==> config.mk <==
export PLATFORM = sky130hd
export DESIGN_NAME = uart_cmd_tx
export DESIGN_NICKNAME = d
export VERILOG_FILES = /design/src/rtl/uart_pkg.sv /design/src/rtl/sync_fifo.sv /design/src/rtl/uart_cmd_tx.sv
export SDC_FILE = /design/constraint.sdc
export NUM_CORES = 1
export LEC_CHECK = 0
export BUFFER_PORTS_ARGS = -buffer_cell sky130_fd_sc_hd__buf_2
export CAP_MARGIN = 25
export CORE_MARGIN = 5
export CORE_UTILIZATION = 35
export CTS_CLUSTER_SIZE = 28
export DETAILED_ROUTE_END_ITERATION = 12
export PLACE_DENSITY = 0.51
export REMOVE_ABC_BUFFERS = 1
export SYNTH_ARGS = -nofsm -noshare
export SYNTH_HDL_FRONTEND = slang
export SYNTH_SLANG_ARGS = --single-unit
==> constraint.sdc <==
create_clock -name clk -period 6.8 [get_ports clk]
set_input_delay 0.34 -clock clk [delete_from_list [all_inputs] [get_ports clk]]
set_output_delay 0.34 -clock clk [all_outputs]
set_load 0.03 [all_outputs]
==> src/rtl/uart_pkg.sv <==
// uart_pkg: UART constants and FSM state type shared by transmit and receive sides
package uart_pkg;
  localparam int UART_DATA_BITS = 8;
  localparam int CLKS_PER_BIT_DEF = 434;
  typedef enum logic [1:0] {IDLE, START, DATA, STOP} uart_state_t;
endpackage

==> src/rtl/sync_fifo.sv <==
// sync_fifo: single-clock FIFO with fall-through head, power-of-two depth
module sync_fifo #(
  parameter int WIDTH = 8,
  parameter int DEPTH = 4
) (
  input  logic                     clk,
  input  logic                     rst,
  input  logic                     push,
  input  logic [WIDTH-1:0]         din,
  input  logic                     pop,
  output logic [WIDTH-1:0]         dout,
  output logic                     full,
  output logic                     empty,
  output logic [$clog2(DEPTH):0]   level
);
  localparam int AW = $clog2(DEPTH);
  logic [WIDTH-1:0] mem [DEPTH];
  logic [AW-1:0] wr, rd;
  logic do_push, do_pop;
  assign full = level == (AW+1)'(DEPTH);
  assign empty = level == '0;
  assign do_push = push && !full;
  assign do_pop = pop && !empty;
  assign dout = mem[rd];
  always_ff @(posedge clk) if (do_push) mem[wr] <= din;
  always_ff @(posedge clk) begin
    if (rst) begin
      wr <= '0;
      rd <= '0;
      level <= '0;
    end else begin
      wr <= do_push ? wr + 1'b1 : wr;
      rd <= do_pop ? rd + 1'b1 : rd;
      level <= (do_push && !do_pop) ? level + 1'b1 : (do_pop && !do_push) ? level - 1'b1 : level;
    end
  end
endmodule

==> src/rtl/uart_cmd_tx.sv <==
// uart_cmd_tx: queues {ctrl,value} command bytes and sends them as 8N1 UART frames
module uart_cmd_tx import uart_pkg::*; #(
  parameter int CLKS_PER_BIT = CLKS_PER_BIT_DEF,
  parameter int FIFO_DEPTH = 4
) (
  input  logic                          clk,
  input  logic                          rst,
  input  logic [3:0]                    ctrl_command_in,
  input  logic [3:0]                    value_command_in,
  input  logic                          cmd_valid,
  output logic                          cmd_ready,
  output logic                          uart_tx,
  output logic                          tx_busy,
  output logic [$clog2(FIFO_DEPTH):0]   fifo_level
);
  uart_state_t state, nxt;
  logic [15:0] cnt;
  logic [2:0] idx;
  logic [UART_DATA_BITS-1:0] sh, head;
  logic full, empty, bit_done, pop;
  sync_fifo #(.WIDTH(UART_DATA_BITS), .DEPTH(FIFO_DEPTH)) u_fifo (
    .clk(clk), .rst(rst), .push(cmd_valid && cmd_ready),
    .din({ctrl_command_in, value_command_in}), .pop(pop),
    .dout(head), .full(full), .empty(empty), .level(fifo_level)
  );
  assign cmd_ready = !full;
  assign tx_busy = state != IDLE;
  assign bit_done = state != IDLE && cnt == 16'(CLKS_PER_BIT - 1);
  assign pop = !empty && (state == IDLE || (state == STOP && bit_done));
  always_comb begin
    nxt = state;
    unique case (state)
      IDLE:  nxt = empty ? IDLE : START;
      START: nxt = bit_done ? DATA : START;
      DATA:  nxt = (bit_done && idx == 3'(UART_DATA_BITS - 1)) ? STOP : DATA;
      STOP:  nxt = bit_done ? (empty ? IDLE : START) : STOP;
      default: nxt = IDLE;
    endcase
  end
  // line is driven from the current state, so it trails the FSM by one cycle
  always_ff @(posedge clk) begin
    if (rst) begin
      state <= IDLE;
      cnt <= '0;
      idx <= '0;
      sh <= '0;
      uart_tx <= 1'b1;
    end else begin
      state <= nxt;
      cnt <= (state == IDLE || bit_done) ? '0 : cnt + 16'd1;
      idx <= state != DATA ? '0 : bit_done ? idx + 3'd1 : idx;
      sh <= pop ? head : (state == DATA && bit_done) ? sh >> 1 : sh;
      uart_tx <= state == START ? 1'b0 : state == DATA ? sh[0] : 1'b1;
    end
  end
endmodule

# ---- Word level (Yosys, flattened, before mapping)
# Memory sizes are Yosys's and may differ from the RTL's. A register that Yosys moved wholly into a read port is not among the register bits.
# Index checks and enable logic that the tools add are counted.
dict set report totals {
  register_bits 37
  latchBits 0
  ram_bits 32
  romBits 0
  wordCells 60
  memories 1
}
# memory depth word_bits read_ports rd_clocked_by_memory_dff wr line
set memory_table {}
lappend memory_table {u_fifo.mem 4 8 1 1 1 sync_fifo.sv:17} ;# logic [WIDTH-1:0] mem [DEPTH];
dict set report op_classes {
  add_sub_neg 6
  multipliers 0
  div 0
  n_lt_le_gt_ge 0
  eq_ne 7
  n_shift 0
  n_mux 15
  bitwise 0
  n_reduce_logical 23
}
# cell n
set ops {}
lappend ops {{adder 16 x 1 -> 16 bit (second input constant)} 1}
lappend ops {{equality test 16 x 9 -> 1 bit (second input constant)} 1}
lappend ops {{two-way mux 8 bit} 2}
lappend ops {{logical AND 1 bit} 10}
lappend ops {{two-way mux 2 bit} 4}
lappend ops {{one-hot mux 2 bit (4 select lines)} 1}
lappend ops {{adder 3 x 1 -> 3 bit (second input constant)} 2}
lappend ops {{equality test 3 bit (second input constant)} 2}
lappend ops {{two-way mux 1 bit} 6}
lappend ops {{two-way mux 3 bit} 2}
lappend ops {{nonzero test 2 bit} 3}
lappend ops {{adder 2 x 1 -> 2 bit (second input constant)} 2}
lappend ops {{equality test 2 bit (second input constant)} 2}
lappend ops {{zero test 1 bit} 4}
lappend ops {{OR reduction 2 bit} 2}
lappend ops {{zero test 3 bit} 1}
lappend ops {{subtractor 3 x 1 -> 3 bit (second input constant)} 1}
lappend ops {{equality test 2 x 1 -> 1 bit (second input constant)} 1}
lappend ops {{zero test 2 bit} 1}
lappend ops {{logical OR 1 bit} 2}
lappend ops {{!= test 2 bit (second input constant)} 1}

# ---- Logic depth before layout (Yosys ltp)
dict set report logic_depth {
  ltp_word 9
  mapped_depth 12
  ltp_nobuf 12
}

# ---- Cells and area by module
# From an unflattened synthesis, not the netlist that was laid out.
dict set report hier_totals {
  hier_cells 283
  area_unflattened_um2 3313.2
}
# module instances cells_per_inst area_each_um2
set by_module_without_submodules {}
lappend by_module_without_submodules {uart_cmd_tx 1 193 1692.9}
lappend by_module_without_submodules {sync_fifo 1 90 1620.3}

# ---- Least setup slack after synthesis
# OpenSTA, ideal clock, no wires.
dict set report synth_timing {
  path_type {flip-flop to flip-flop}
  from {reg u_fifo.level[0]}
  to {reg u_fifo.level[2]}
  t_arrival_ps 2471
  path_slack_ps 4258
  path_stages_with_launch 11
  n_path_buf 1
  cell_sequence {dfxtp_1 nor2_1 nand2_1 and2_1 clkbuf_1 ha_1 inv_1 fa_1 xor2_1 or3_1 a21oi_1}
}
dict set report synth_via {
  elab_chain_len 7
}
# item line
set synth_lines {}
lappend synth_lines {{start, declared} sync_fifo.sv:14} ;# output logic [$clog2(DEPTH):0] level
lappend synth_lines {{start signal, assigned} sync_fifo.sv:34} ;# level <= (do_push && !do_pop) ? level + 1'b1 : (do_pop && !do_push) ? level - 1'b1 : level;
lappend synth_lines {{equality test 3 bit *} sync_fifo.sv:20} ;# assign full = level == (AW+1)'(DEPTH);
lappend synth_lines {{zero test 1 bit *} uart_cmd_tx.sv:26} ;# assign cmd_ready = !full;
lappend synth_lines {{net cmd_ready} uart_cmd_tx.sv:11} ;# output logic cmd_ready,
lappend synth_lines {{logical AND 1 bit} uart_cmd_tx.sv:22} ;# .clk(clk), .rst(rst), .push(cmd_valid && cmd_ready),
lappend synth_lines {{logical AND 1 bit *} sync_fifo.sv:22} ;# assign do_push = push && !full;
lappend synth_lines {{net u_fifo.do_push} sync_fifo.sv:19} ;# logic do_push, do_pop;
lappend synth_lines {{zero test 1 bit} sync_fifo.sv:34}
lappend synth_lines {{logical AND 1 bit} sync_fifo.sv:34}
lappend synth_lines {{nonzero test 2 bit (no source line)} --}
# The timed path passes the listed nets; every way through them passes the cells marked *. The select of a mux whose other input is x is not followed.
# A chain may end at the register's enable or synchronous reset.

# ---- Worst setup path in the final report
dict set report layout_timing {
  from {reg cnt[0]}
  to {reg u_fifo.level[2]}
}
dict set report layout_via {
  elab_chain_len 9
}
# item line
set layout_lines {}
lappend layout_lines {{start, declared} uart_cmd_tx.sv:17} ;# logic [15:0] cnt;
lappend layout_lines {{start signal, assigned} uart_cmd_tx.sv:50} ;# cnt <= (state == IDLE || bit_done) ? '0 : cnt + 16'd1;
lappend layout_lines {{equality test 16 x 9 -> 1 bit *} uart_cmd_tx.sv:28} ;# assign bit_done = state != IDLE && cnt == 16'(CLKS_PER_BIT - 1);
lappend layout_lines {{logical AND 1 bit *} uart_cmd_tx.sv:28}
lappend layout_lines {{logical AND 1 bit *} uart_cmd_tx.sv:29} ;# assign pop = !empty && (state == IDLE || (state == STOP && bit_done));
lappend layout_lines {{logical OR 1 bit *} uart_cmd_tx.sv:29}
lappend layout_lines {{logical AND 1 bit *} uart_cmd_tx.sv:29}
lappend layout_lines {{logical AND 1 bit *} sync_fifo.sv:23} ;# assign do_pop = pop && !empty;
lappend layout_lines {{zero test 1 bit} sync_fifo.sv:34}
lappend layout_lines {{logical AND 1 bit} sync_fifo.sv:34}
lappend layout_lines {{two-way mux 3 bit or nonzero test 2 bit (tied branches)} --}
# Mark *: on every way between the ends. The rest lies on a longest branch, timed or not.

==> reports/results.txt <==
Most used cell, CP: ha_1
Synth warnings: 0
Synthesis-stage register bit count: 71
Tot Pwr: 0.00116 W
Core area: 8300 um^2
Status: complete, no violations
I/O Pins: 17
Critical path capture point type: flop
CTS tree: yes
Required time of the worst setup path: 7.09 ns
Critical path buffers and inverters: 2
Full die area: 10,600 um^2
Storage element area: 1740 um^2
Most frequent cells after synthesis: 39 x dfxtp_1, 32 x edfxtp_1, 17 x nor2_1
Clock latency on the worst-skew pair: 0.36 ns
Post-CTS Resized: 0
Longest Clk Path Bufs: 2
Area delta synth->final: 12.3%
Multi-input logic area: 1190 um^2
Fin nets: 279
Least-Margin Pin Slew: 0.588 ns
DR vias/cell: 4.88
Die height: 103 um
Worst path arrival time: 2.95 ns
Total gr overflow: 0
Max stage delay on crit path: 0.42 ns
Setup Skew: 0.0148 ns
Clk slew on worst S/H paths: 0.09 ns
Num CTS Buffers: 9
Seq/Total Area, Yosys: 0.577
First-pass iteration count of the detailed router: 4
Post-synth EDFFs: 32
Number of diodes: 0
Maximum vdd drop: 159 uV
CTS Sinks: 71
LEAKAGE: 1.15 nW
RSZ-0062 raised after global routing: no
Antenna Violating Nets Remaining: 0
Initial Util: 0.364
Final TNS setup: 0 ns
F_max: 375 MHz
CTS H-tree depth: 3
Synth Flop Type: dfxtp_1
Final period util: 0.392
Synth cell types: 37
Startpoint types: flop
Critical-path cell list: ha_1 -> nor3b_1 -> nand4_1 -> a21oi_4 -> inv_2 -> ha_1 -> inv_1 -> fa_1 -> xor2_1 -> or3_1 -> a21oi_1
First-pass GRT wire length: 9450 um
PortBufs: 16
Placed cell count: 352
Max FO, Critical Path: 10
Min cycle time layout: 2.66 ns
Fin. max-slew vios: 0
Initial antenna violation count: 0
Final WL: 5440 um
Yosys top cell by area: edfxtp_1
Non-filler cells, final: 368
Core Rows: 33
Horiz. Die Dim: 103 um
Number of global-route vias before repair: 1,874
PwrDens: 342 nW/um^2
Synth area leaders: edfxtp_1 32%, dfxtp_1 26%, mux4_2 6.0%
Worst slew margin: 0.608
HP Class: primary input to flop
Routability cong.: 0.728
Fin. Hold Viols: 0
Mean routed wirelength per cell: 14.8 um
Hold_ws: 0.188 ns
FFs w/ async S/R, synth: 0
Most numerous cell in the Yosys netlist: dfxtp_1
Filler cell count: 796
Syn Area/Cell: 12.7 um^2
WS Path Type: flop to flop
Vias: 1,796
DR DRC count: 0
CP delay by family, top: simple AND/OR/NAND/NOR gates
Total GRT Usage: 0.117
Final Setup Violations: 0
CP max-delay cell: dfxtp_1
Fraction of layout cells with a size suffix above 1: 0.221
Post-synthesis cell count: 238
Hpwl dp: 3700 um
Hold Buf Count CTS: 0
Largest net degree at the start of global routing: 24
Synth Cell Area: 3020 um^2
Max Cap Viol: 0
Share of the synthesized area in the top cell type: 0.318
Root Buffer: clkbuf_8
Setup bufs post-CTS: 0
Initial DRC Count: 90
## metrics by stage
step / utilization / setup slack, ns / instance area, um^2
2_1_floorplan: - / 4.30 / 2960
3_3_place_gp: 0.382 / 4.20 / 3170
3_5_place_dp: 0.385 / 4.11 / 3200
4_1_cts: 0.408 / 4.11 / 3390
5_1_grt: 0.408 / 3.87 / 3390
6_report: 0.408 / 4.14 / 3390
## cell usage in the layout, fill, tap and decap left out, drive strengths merged, types with 11 or more instances in the layout
master | netlist | final
a21oi | 13 | 13
buf | 4 | 17
dfxtp | 39 | 39
edfxtp | 32 | 32
inv | 7 | 13
nand2 | 13 | 13
nand3 | 14 | 14
nor2 | 28 | 28
xor2 | 11 | 11
## metal layers
| layer | vias to the layer above | wire length, um | track usage |
|---|---|---|---|
| met5 | - | 0 | 0 |
| li1 | 902 | - | - |
| met3 | 9 | 229 | 0.0386 |
| met2 | 34 | 2720 | 0.195 |
| met4 | 0 | 67 | 0.0418 |
| met1 | 851 | 2420 | 0.144 |
## worst reg2reg max path: cells and delay by family, from the launching register on
family | cells | cell delay, ns
and+or+nand+nor | 3 | 0.79
buffers and inverters | 2 | 0.22
xor gates and xnor gates | 1 | 0.08
AOI/OAI and AO/OA | 2 | 0.52
adders and majority gates | 3 | 0.60
DFF | 1 | 0.42
## sequential cells by signal (all words and copies together) (netlist names), named ones only
| register | count |
|---|---|
| cnt | 16 |
| idx | 3 |
| sh | 8 |
| state | 2 |
| u_fifo.level | 3 |
| u_fifo.mem | 32 |
| u_fifo.rd | 2 |
| u_fifo.wr | 2 |
| uart_tx | 1 |
## cell families (layout without fill, tap and decap cells)
group	Yosys count	after routing	share of synthesized area
flops	71	71	0.577
buf+inv	15	40	0.0290
simple gates	84	84	0.165
mux	12	12	0.0730
compound gates	27	27	0.0572
xor+xnor	19	19	0.0551
fa+ha+maj	10	10	0.0439
## path summary, 6_finish.rpt
kind	start	end	slack [ns]	depth (start not counted)
setup / recovery	cnt[0]	u_fifo.level[2]	4.14	11
hold / removal	value_command_in[1]	u_fifo.mem[2][1]	0.19	1
setup reg to reg	cnt[0]	u_fifo.level[2]	4.14	11
hold reg to reg	sh[1]	sh[1]	0.48	2
## cell type report
cell class,count,share of cell area
clock buffers,9,0.0366
clock inverters,7,0.0203
inverters,7,0.00775
multi-input cells,152,0.351
flip-flops and latches,71,0.514
well taps,105,0.0388
repair buffers,17,0.0318
## power breakdown
group          total (W)  switching, W  leakage [nW]  internal (W)
clock           0.000333      0.000188         0.101      0.000144
sequential      0.000552     0.0000477         0.611      0.000505
combinational   0.000274      0.000155         0.440      0.000119
Power figures use the tool's default switching activity.
